**src/rtl/shell_a.sv**
```systemverilog
// rtl/shell_a.sv - tank shell ballistics: launch, flight, ground impact and edge miss
// Optional macro SHELL_EXPLODE_EN adds a timed EXPLODE state after ground impact.
module shell_a #(
  parameter int SHELL_X_STEP   = 4,
  parameter int GRAVITY        = 1,
  parameter int VY_MAX         = 15,
  parameter int LAUNCH_OFFSET  = 8,
  parameter int X_MAX          = 639,
  parameter int Y_MAX          = 479,
  parameter int EXPLODE_FRAMES = 16
) (
  input  logic       frame_clk,
  input  logic       Reset_n,
  input  logic       shoot,
  input  logic [9:0] TankX,
  input  logic [9:0] TankY,
  input  logic [1:0] Direction,
  input  logic [9:0] y_component,
  output logic [9:0] ShellX,
  output logic [9:0] ShellY,
  output logic [9:0] ShellS,
  output logic       shell_active,
  output logic       shell_visible,
  output logic       hit_ground,
  output logic       miss,
  output logic       explode
);

  typedef enum logic [1:0] {IDLE, FLIGHT, EXPLODE} state_t;

  state_t             state;
  logic [9:0]         x;
  logic signed [10:0] y;
  logic signed [10:0] vx;
  logic signed [10:0] vy;
  logic               shoot_q;

`ifdef SHELL_EXPLODE_EN
  localparam int CNT_W = $clog2(EXPLODE_FRAMES + 1);
  logic [CNT_W-1:0] cnt;
`endif

  logic               launch;
  logic signed [10:0] next_x;
  logic signed [10:0] next_y;
  logic signed [10:0] vy_inc;
  logic signed [10:0] vy_next;
  logic [31:0]        gx;
  logic [31:0]        g_sq;
  logic [31:0]        g_lin;
  logic [31:0]        ground32;
  logic signed [10:0] ground_y;
  logic               off_edge;
  logic               on_ground;

  assign launch  = shoot & ~shoot_q;
  assign next_x  = $signed({1'b0, x}) + vx;
  assign next_y  = y + vy;
  assign vy_inc  = vy + 11'(GRAVITY);
  assign vy_next = (vy_inc > $signed(11'(VY_MAX))) ? $signed(11'(VY_MAX)) : vy_inc;

  // Terrain profile; each term truncates on its own, so evaluation order matters.
  assign gx       = {22'd0, next_x[9:0]};
  assign g_sq     = (32'd607 * gx * gx) / 32'd1562500;
  assign g_lin    = (32'd71 * gx) / 32'd500;
  assign ground32 = g_sq - g_lin + 32'd267;
  assign ground_y = $signed(ground32[10:0]);

  // Edge test has priority over the ground test so a miss never also reports a hit.
  assign off_edge  = next_x[10] | (next_x > $signed(11'(X_MAX)));
  assign on_ground = ~next_y[10] & ({22'd0, next_y[9:0]} >= ground32);

  always_ff @(posedge frame_clk or negedge Reset_n) begin
    if (!Reset_n) begin
      state      <= IDLE;
      x          <= 10'd0;
      y          <= 11'sd0;
      vx         <= 11'sd0;
      vy         <= 11'sd0;
      shoot_q    <= 1'b0;
      hit_ground <= 1'b0;
      miss       <= 1'b0;
`ifdef SHELL_EXPLODE_EN
      cnt        <= '0;
`endif
    end else begin
      shoot_q    <= shoot;
      hit_ground <= 1'b0;
      miss       <= 1'b0;
      case (state)
        IDLE: begin
          if (launch) begin
            x     <= TankX;
            y     <= $signed({1'b0, TankY}) - 11'(LAUNCH_OFFSET);
            vx    <= (Direction == 2'd0) ? -11'(SHELL_X_STEP) : 11'(SHELL_X_STEP);
            vy    <= {y_component[9], y_component};
            state <= FLIGHT;
          end
        end
        FLIGHT: begin
          vy <= vy_next;
          if (off_edge) begin
            miss  <= 1'b1;
            state <= IDLE;
          end else if (on_ground) begin
            x          <= next_x[9:0];
            y          <= ground_y;
            hit_ground <= 1'b1;
`ifdef SHELL_EXPLODE_EN
            cnt        <= '0;
            state      <= EXPLODE;
`else
            state      <= IDLE;
`endif
          end else begin
            x <= next_x[9:0];
            y <= next_y;
          end
        end
`ifdef SHELL_EXPLODE_EN
        EXPLODE: begin
          if (cnt == CNT_W'(EXPLODE_FRAMES - 1)) begin
            state <= IDLE;
          end else begin
            cnt <= cnt + 1'b1;
          end
        end
`endif
        default: state <= IDLE;
      endcase
    end
  end

  assign ShellX        = x;
  assign ShellY        = y[10] ? 10'd0 : y[9:0];
  assign ShellS        = 10'd2;
  assign shell_active  = (state != IDLE);
  assign shell_visible = (state == FLIGHT) && !y[10] && (y <= $signed(11'(Y_MAX)));

`ifdef SHELL_EXPLODE_EN
  assign explode = (state == EXPLODE);
`else
  assign explode = 1'b0;
`endif

endmodule

```
**config.mk**
```make
export PLATFORM = sky130hd
export DESIGN_NAME = shell_a
export DESIGN_NICKNAME = d
export VERILOG_FILES = /design/src/rtl/shell_a.sv
export SDC_FILE = /design/constraint.sdc
export NUM_CORES = 1
export LEC_CHECK = 0
export CORE_MARGIN = 3
export CORE_UTILIZATION = 30
export CTS_CLUSTER_SIZE = 14
export DETAILED_ROUTE_END_ITERATION = 7
export PLACE_DENSITY = 0.5
export SLEW_MARGIN = 20
export SYNTH_ARGS = -nofsm -noshare
export SYNTH_HDL_FRONTEND = slang
export SYNTH_SLANG_ARGS = --single-unit
export TNS_END_PERCENT = 10
```
**constraint.sdc**
```tcl
create_clock -name frame_clk -period 63 [get_ports frame_clk]
set_clock_uncertainty 0.15 [all_clocks]
set_input_delay 12.6 -clock frame_clk [delete_from_list [all_inputs] [get_ports frame_clk]]
set_output_delay 12.6 -clock frame_clk [all_outputs]
set_load 0.02 [all_outputs]
```
==> run metrics, run 1 <==
reg2reg setup slack 33.33 ns; ys flop type dfrtp_1; DRT antenna net count 0; Worst-Margin Slew 1.04 ns; gpl congestion 0.885; Setup crit end kind flip-flop; wire per inst 18.0 um; number of synthesized flops with an enable pin 0; RR Endpoint y[4]$_DFFE_PN0P_; vias per std cell 5.43; final hold vios 0; most used cell along the critical path fa_1; IO Pins 70; total grt overflow 0; Fin Hold WS 0.334 ns; period utilization 47.1%; Hold Crit Class flip-flop to flip-flop; Synth async-reset ratio 100%; Overall Global Routing Usage 17.9%; Seq cells post-synth 38; share of layout cells above drive strength 1 6.08%; Initial Utilization 30.6%; clock-pin transition on the worst setup and hold timing paths 0.06 ns; worst endpoint data arrival time 29.72 ns; setup TNS 0 ns; run status completed; Die W 272 um; Synth Warn # 0; initial antenna violation count 0; Buffers on Ports 58; clock latency on the worst-skew pair 0.28 ns; row cnt 96; CP required 63.04 ns; Crit path largest cell delay 0.78 ns; area share of the largest cell type after synthesis 17.1%; cts repair resizes 0; unrepaired setup endpoints after global routing no; clk sinks 38; CORE AREA 0.0694 mm2; Reg2Reg Depth 99; DR vias 20.1k; most frequent cells in the layout 289 x inv_1, 277 x nand2_1, 266 x nor2_1, 219 x ha_1, 181 x fa_1; placed cell count 3688; number of setup buffers added after CTS 0; CTS Buffer Depth 2; final wirelength 66.4 mm; Max-slew headroom 29.9%; Area growth syn-to-layout 7.73%; fin area 0.0229 mm2; peak fanout along the critical path 21; CP endpoint y[4]$_DFFE_PN0P_; Seq/Total Area, Yosys 4.47%; maximum achievable frequency 33.7 MHz; Syn Std Cell Area 0.0213 mm2; # hold bufs at CTS 0; largest net degree at the start of global routing 48; post-route insts no fill 3694; CTS root buf clkbuf_16; Detailed Routing Iterations Pass 1 5; DR iter-0 viols 1258; die area 0.0741 mm2; hpwl dp 54.9 mm; crit path from vx[9]$_DFFE_PN0P_; MaxCap Viol Count 0; CTS tree built; Syn Inst Count 2770; endpoints failing setup 0; filler instances 7560; Max Transition Viols Final 0; first-pass GRT wire length 110 mm; commonest non-fill, non-tap cell in the layout inv_1; leading post-synthesis cells by cell area fa_1 17%, ha_1 13%, xnor2_1 5.8%, inv_1 5.1%, nand2_1 4.9%; Final #Nets 3199; fin crit period 29.67 ns; antenna cell count 0; Worst Setup Path Type flip-flop to flip-flop; Placement Cell Area 0.0228 mm2; Num CTS Buffers 5; highest-delay cell along the critical path a211oi_2; vias in the first global route 20.2k; Worst setup SP type flip-flop; Yosys top cell by area fa_1; die height 272 um; Yosys cell types 129; Post-Syn Area per Cell 7.67 um2; Remaining DRCs 0; Max H-tree Level 2; RR Startpoint vx[9]$_DFFE_PN0P_
cells by family after synthesis:
family | after synthesis | synth area share [%]
and+or+nand+nor | 931 | 21.1
AOI/OAI and AO/OA | 716 | 24.4
adders and majority gates | 405 | 30.2
buffers and inverters | 398 | 7.55
xor gates and xnor gates | 214 | 8.96
muxes | 66 | 3.32
DFF | 38 | 4.47
other | 2 | 0.0353
worst max-delay path, delay by kind of cell, from the launching register on:
kind                       cells  cell delay, ns
AOI/OAI and AO/OA             53           15.37
adders and majority gates     17            7.24
and+or+nand+nor                9            2.53
buffers and inverters         14            1.98
muxes                          3            0.91
xor gates and xnor gates       3            0.74
DFF                            1            0.58
state kept, by name, indices dropped and copies added (netlist names):
register and cells:
state 1, vx 2, vy 11, shoot_q 1, y 11, ShellX 10
miss 1, hit_ground 1
final cells by class:
| class | instances | area [um2] | area share (%) |
|---|---|---|---|
| clock buffer | 6 | 139 | 0.607 |
| tap | 931 | 1160 | 5.09 |
| timing repair buffer | 81 | 748 | 3.27 |
| inverter | 294 | 1110 | 4.83 |
| sequential | 38 | 951 | 4.15 |
| multi-input combinational | 2344 | 18800 | 82.1 |
per-stage QoR:
step	setup slack, ns	utilization (%)
after global placement	34.09	32.8
after global routing	30.81	33.0
final	33.33	33.0
after detailed placement	33.52	32.8
after floorplan	38.43	-
after CTS	33.39	33.0
synth_stat cells (all sizes together), types with 26 or more instances:
cell type  instances
and2              33
buf               45
xnor2            144
a31oi             32
dfrtp             38
fa               181
nand2            278
o21bai            39
clkbuf            59
nand4             28
a21oi            147
xor2              70
inv              293
mux2i             43
nor2             268
a21o              36
nor3              73
a211oi            40
ha               219
nand3             73
o211ai            45
o21ai            147
o21a              26
worst min path at each step:
stage,depth (start not counted),end,from,slack (ns)
floorplan,1,vx[2]$_DFFE_PN0P_,vx[2]$_DFFE_PN0P_,0.29
global placement,1,vx[2]$_DFFE_PN0P_,vx[2]$_DFFE_PN0P_,0.31
detailed placement,1,vx[2]$_DFFE_PN0P_,vx[2]$_DFFE_PN0P_,0.32
CTS,1,vx[2]$_DFFE_PN0P_,vx[2]$_DFFE_PN0P_,0.33
global route,1,vx[2]$_DFFE_PN0P_,vx[2]$_DFFE_PN0P_,0.37
finish,1,vx[2]$_DFFE_PN0P_,vx[2]$_DFFE_PN0P_,0.33
metal layers:
metal | track usage [%] | share of wire (%) | vias up
li1 | - | - | 9702
met5 | 0 | 0 | -
met2 | 31.1 | 48 | 472
met4 | 2.56 | 1.3 | 0
met1 | 24.8 | 47 | 9838
met3 | 1.22 | 3.8 | 59
Power of run 1 is not shown: default switching activity piles up to over one toggle a cycle in this logic, so the estimate is an artifact.
==> inputs of run 2 (changes only) <==
--- a/config.mk
+++ b/config.mk
@@ -9,7 +9,7 @@
 export CORE_UTILIZATION = 30
 export CTS_CLUSTER_SIZE = 14
 export DETAILED_ROUTE_END_ITERATION = 7
-export PLACE_DENSITY = 0.5
+export PLACE_DENSITY = 0.51
 export SLEW_MARGIN = 20
 export SYNTH_ARGS = -nofsm -noshare
 export SYNTH_HDL_FRONTEND = slang
==> constraint.sdc (replaced) <==
create_clock -name frame_clk -period 25.7 [get_ports frame_clk]
set_clock_uncertainty 0.15 [all_clocks]
set_input_delay 5.14 -clock frame_clk [delete_from_list [all_inputs] [get_ports frame_clk]]
set_output_delay 5.14 -clock frame_clk [all_outputs]
set_load 0.02 [all_outputs]
==> run 2 against run 1 <==
  * Global-route usage shrank 0.58 points
  * Maximum frequency rose by 22%
  * Design area increased by 8.5%
  * Wire length shrank 1.8%
  * Register-to-register slack worse by 32 ns
  * First-iteration DRC count increased by 0.87%
  * Non-clock buffer count grew 156
  * Utilization up 2.8 points
  * Sequential cell count stayed put
  * Worst setup slack got worse by 32 ns
  * Via count increased by 0.81%
  * Hold slack worse by 0.0055 ns
==> run metrics, run 2 (synthesis gave the netlist of run 1 again) <==
run status completed (unchanged); CORE AREA 0.0694 mm2 (unchanged); CP required 25.76 ns (was 63.04 ns); vias per std cell 5.25 (was 5.43); multi-input logic area 0.0195 mm2 (was 0.0188 mm2); Hold Crit Start vx[2]$_DFFE_PN0P_ (unchanged); die height 272 um (unchanged); Reg2Reg Depth 103 (was 99); hold endpoint vx[2]$_DFFE_PN0P_ (unchanged); clock latency on the worst-skew pair 0.28 ns (about the same); post-route insts no fill 3853 (was 3694); Hold Crit Class flip-flop to flip-flop (unchanged); row cnt 96 (unchanged); IO Pins 70 (unchanged); CTS root buf clkbuf_16 (unchanged); worst endpoint data arrival time 24.38 ns (was 29.72 ns); initial antenna violation count 1 (was 0); delay-heaviest family, CP compound AO/OA/AOI/OAI gates (unchanged); Buffers on Ports 58 (unchanged); endpoints failing setup 0 (unchanged); Die W 272 um (unchanged); die area 0.0741 mm2 (unchanged); gpl congestion 0.874 (was 0.885); total grt overflow 0 (unchanged); DR vias 20.2k (was 20.1k); fin area 0.0248 mm2 (was 0.0229 mm2); highest-delay cell along the critical path fa_1 (was a211oi_2); wire per inst 16.9 um (was 18.0 um); Sequential Area 952 um2 (was 951 um2); Setup crit end kind flip-flop (unchanged); MaxCap Viol Count 0 (unchanged); fin crit period 24.33 ns (was 29.67 ns); Area growth syn-to-layout 16.9% (was 7.73%); CTS tree built (unchanged); clock-pin transition on the worst setup and hold timing paths 0.07 ns (was 0.06 ns); vias in the first global route 19.9k (was 20.2k); Final Util 35.8% (was 33.0%); peak fanout along the critical path 15 (was 21); DR iter-0 viols 1269 (was 1258); Worst Setup Path Type flip-flop to flip-flop (unchanged); pre-CTS WS 0.361 ns (was 33.52 ns); Max-slew headroom 25.2% (was 29.9%); first-pass GRT wire length 107 mm (was 110 mm); most frequent cells in the layout 289 x inv_1, 274 x nand2_1, 259 x nor2_1, 218 x ha_1, 180 x fa_1 (was 289 x inv_1, 277 x nand2_1, 266 x nor2_1, 219 x ha_1, 181 x fa_1); RR Endpoint y[2]$_DFFE_PN0P_ (was y[4]$_DFFE_PN0P_); Worst Path Buf+Inv 17 (was 14); Worst-Margin Slew 1.11 ns (was 1.04 ns); maximum achievable frequency 41.1 MHz (was 33.7 MHz); final hold vios 0 (unchanged); Num CTS Buffers 5 (unchanged); most used cell along the critical path fa_1 (unchanged); Worst setup SP type flip-flop (unchanged); Max Transition Viols Final 0 (unchanged); Detailed Routing Iterations Pass 1 5 (unchanged); clk sinks 38 (unchanged); hpwl dp 53.6 mm (was 54.9 mm); CTS Buffer Depth 2 (unchanged); unrepaired setup endpoints after global routing yes (was no); placed cell count 3798 (was 3688); share of layout cells above drive strength 1 14.8% (was 6.08%); commonest non-fill, non-tap cell in the layout inv_1 (unchanged); final wirelength 65.3 mm (was 66.4 mm); RR Startpoint ShellX[3]$_DFFE_PN0P_ (was vx[9]$_DFFE_PN0P_); Placement Cell Area 0.0236 mm2 (was 0.0228 mm2); Final #Nets 3356 (was 3199); Max H-tree Level 2 (unchanged); PnR worst setup slack 1.37 ns (was 33.33 ns); DRT antenna net count 0 (unchanged); period utilization 94.7% (was 47.1%); Remaining DRCs 0 (unchanged); antenna cell count 0 (unchanged); Initial Utilization 30.6% (unchanged); filler instances 7452 (was 7560); reg2reg setup slack 1.37 ns (was 33.33 ns); largest net degree at the start of global routing 47 (was 48); hold path depth 1 (unchanged); Overall Global Routing Usage 17.3% (was 17.9%); Crit path largest cell delay 0.57 ns (was 0.78 ns)
-- run 2: cell types whose count changed in the layout (fill, tap and decap cells not counted), moves of 7 or more --
cell	delta
a211oi_1	-10
a21oi_2	+11
nor3_2	+7
mux2i_1	-7
buf_4	+150
o21ai_0	-9
nor3_1	-8
a21oi_1	-11
nor2_1	-7
a211oi_2	+10
-- run 2: metal layers --
metal / share of wire (%) / global-route usage [%]
met1: 48 / 25.2
met2: 47 / 29.3
met3: 3.5 / 0.731
met4: 0.97 / 1.81
met5: 0.020 / 0
-- run 2: area by class of cell --
cell class                      instances  area share (%)
Clock buffer                            5           0.504
Clock inverter                          3          0.0856
Inverter                              294            4.46
Multi-Input combinational cell       2345            78.6
Sequential cell                        38            3.83
Tap cell                              931            4.69
Timing Repair Buffer                  237            7.83
-- run 2: metrics by stage --
stage	hold slack, ns	TNS [ns]
floorplan	0.289	0
global placement	0.313	0
detailed placement	0.316	0
CTS	0.330	0
global route	0.361	-1.37
finish	0.329	0
-- run 2: worst reg2reg max path: cells and delay by family, from the launching register on --
family	cells	cell delay (ns)
AO/OA/AOI/OAI	49	9.84
XOR/XNOR	5	0.98
adder cells (fa/ha/maj)	17	7.12
buffers and inverters	17	2.03
flip-flops	1	0.45
multiplexers	1	0.37
AND/OR/NAND/NOR	14	3.32
-- run 2: timing repair --
item                                    4_1_cts  5_1_grt
hold buffers                                  0        0
endpoints found under the setup margin        0       12
gates resized for setup                       0      158
setup buffers                                 0       46
-- run 2: how the worst max path moves through the flow --
| stage | start | end | slack [ns] | cells past startpoint |
|---|---|---|---|---|
| after floorplan | ShellX[2]$_DFFE_PN0P_ | y[8]$_DFFE_PN0P_ | 1.13 | 106 |
| after global placement | ShellX[3]$_DFFE_PN0P_ | y[3]$_DFFE_PN0P_ | 0.51 | 103 |
| after detailed placement | ShellX[2]$_DFFE_PN0P_ | y[4]$_DFFE_PN0P_ | 0.36 | 102 |
| after CTS | ShellX[2]$_DFFE_PN0P_ | y[3]$_DFFE_PN0P_ | 0.34 | 102 |
| after global routing | ShellX[3]$_DFFE_PN0P_ | y[1]$_DFFE_PN0P_ | -0.19 | 104 |
| final | ShellX[3]$_DFFE_PN0P_ | y[2]$_DFFE_PN0P_ | 1.37 | 103 |
Power of run 2 is left out for the same reason.
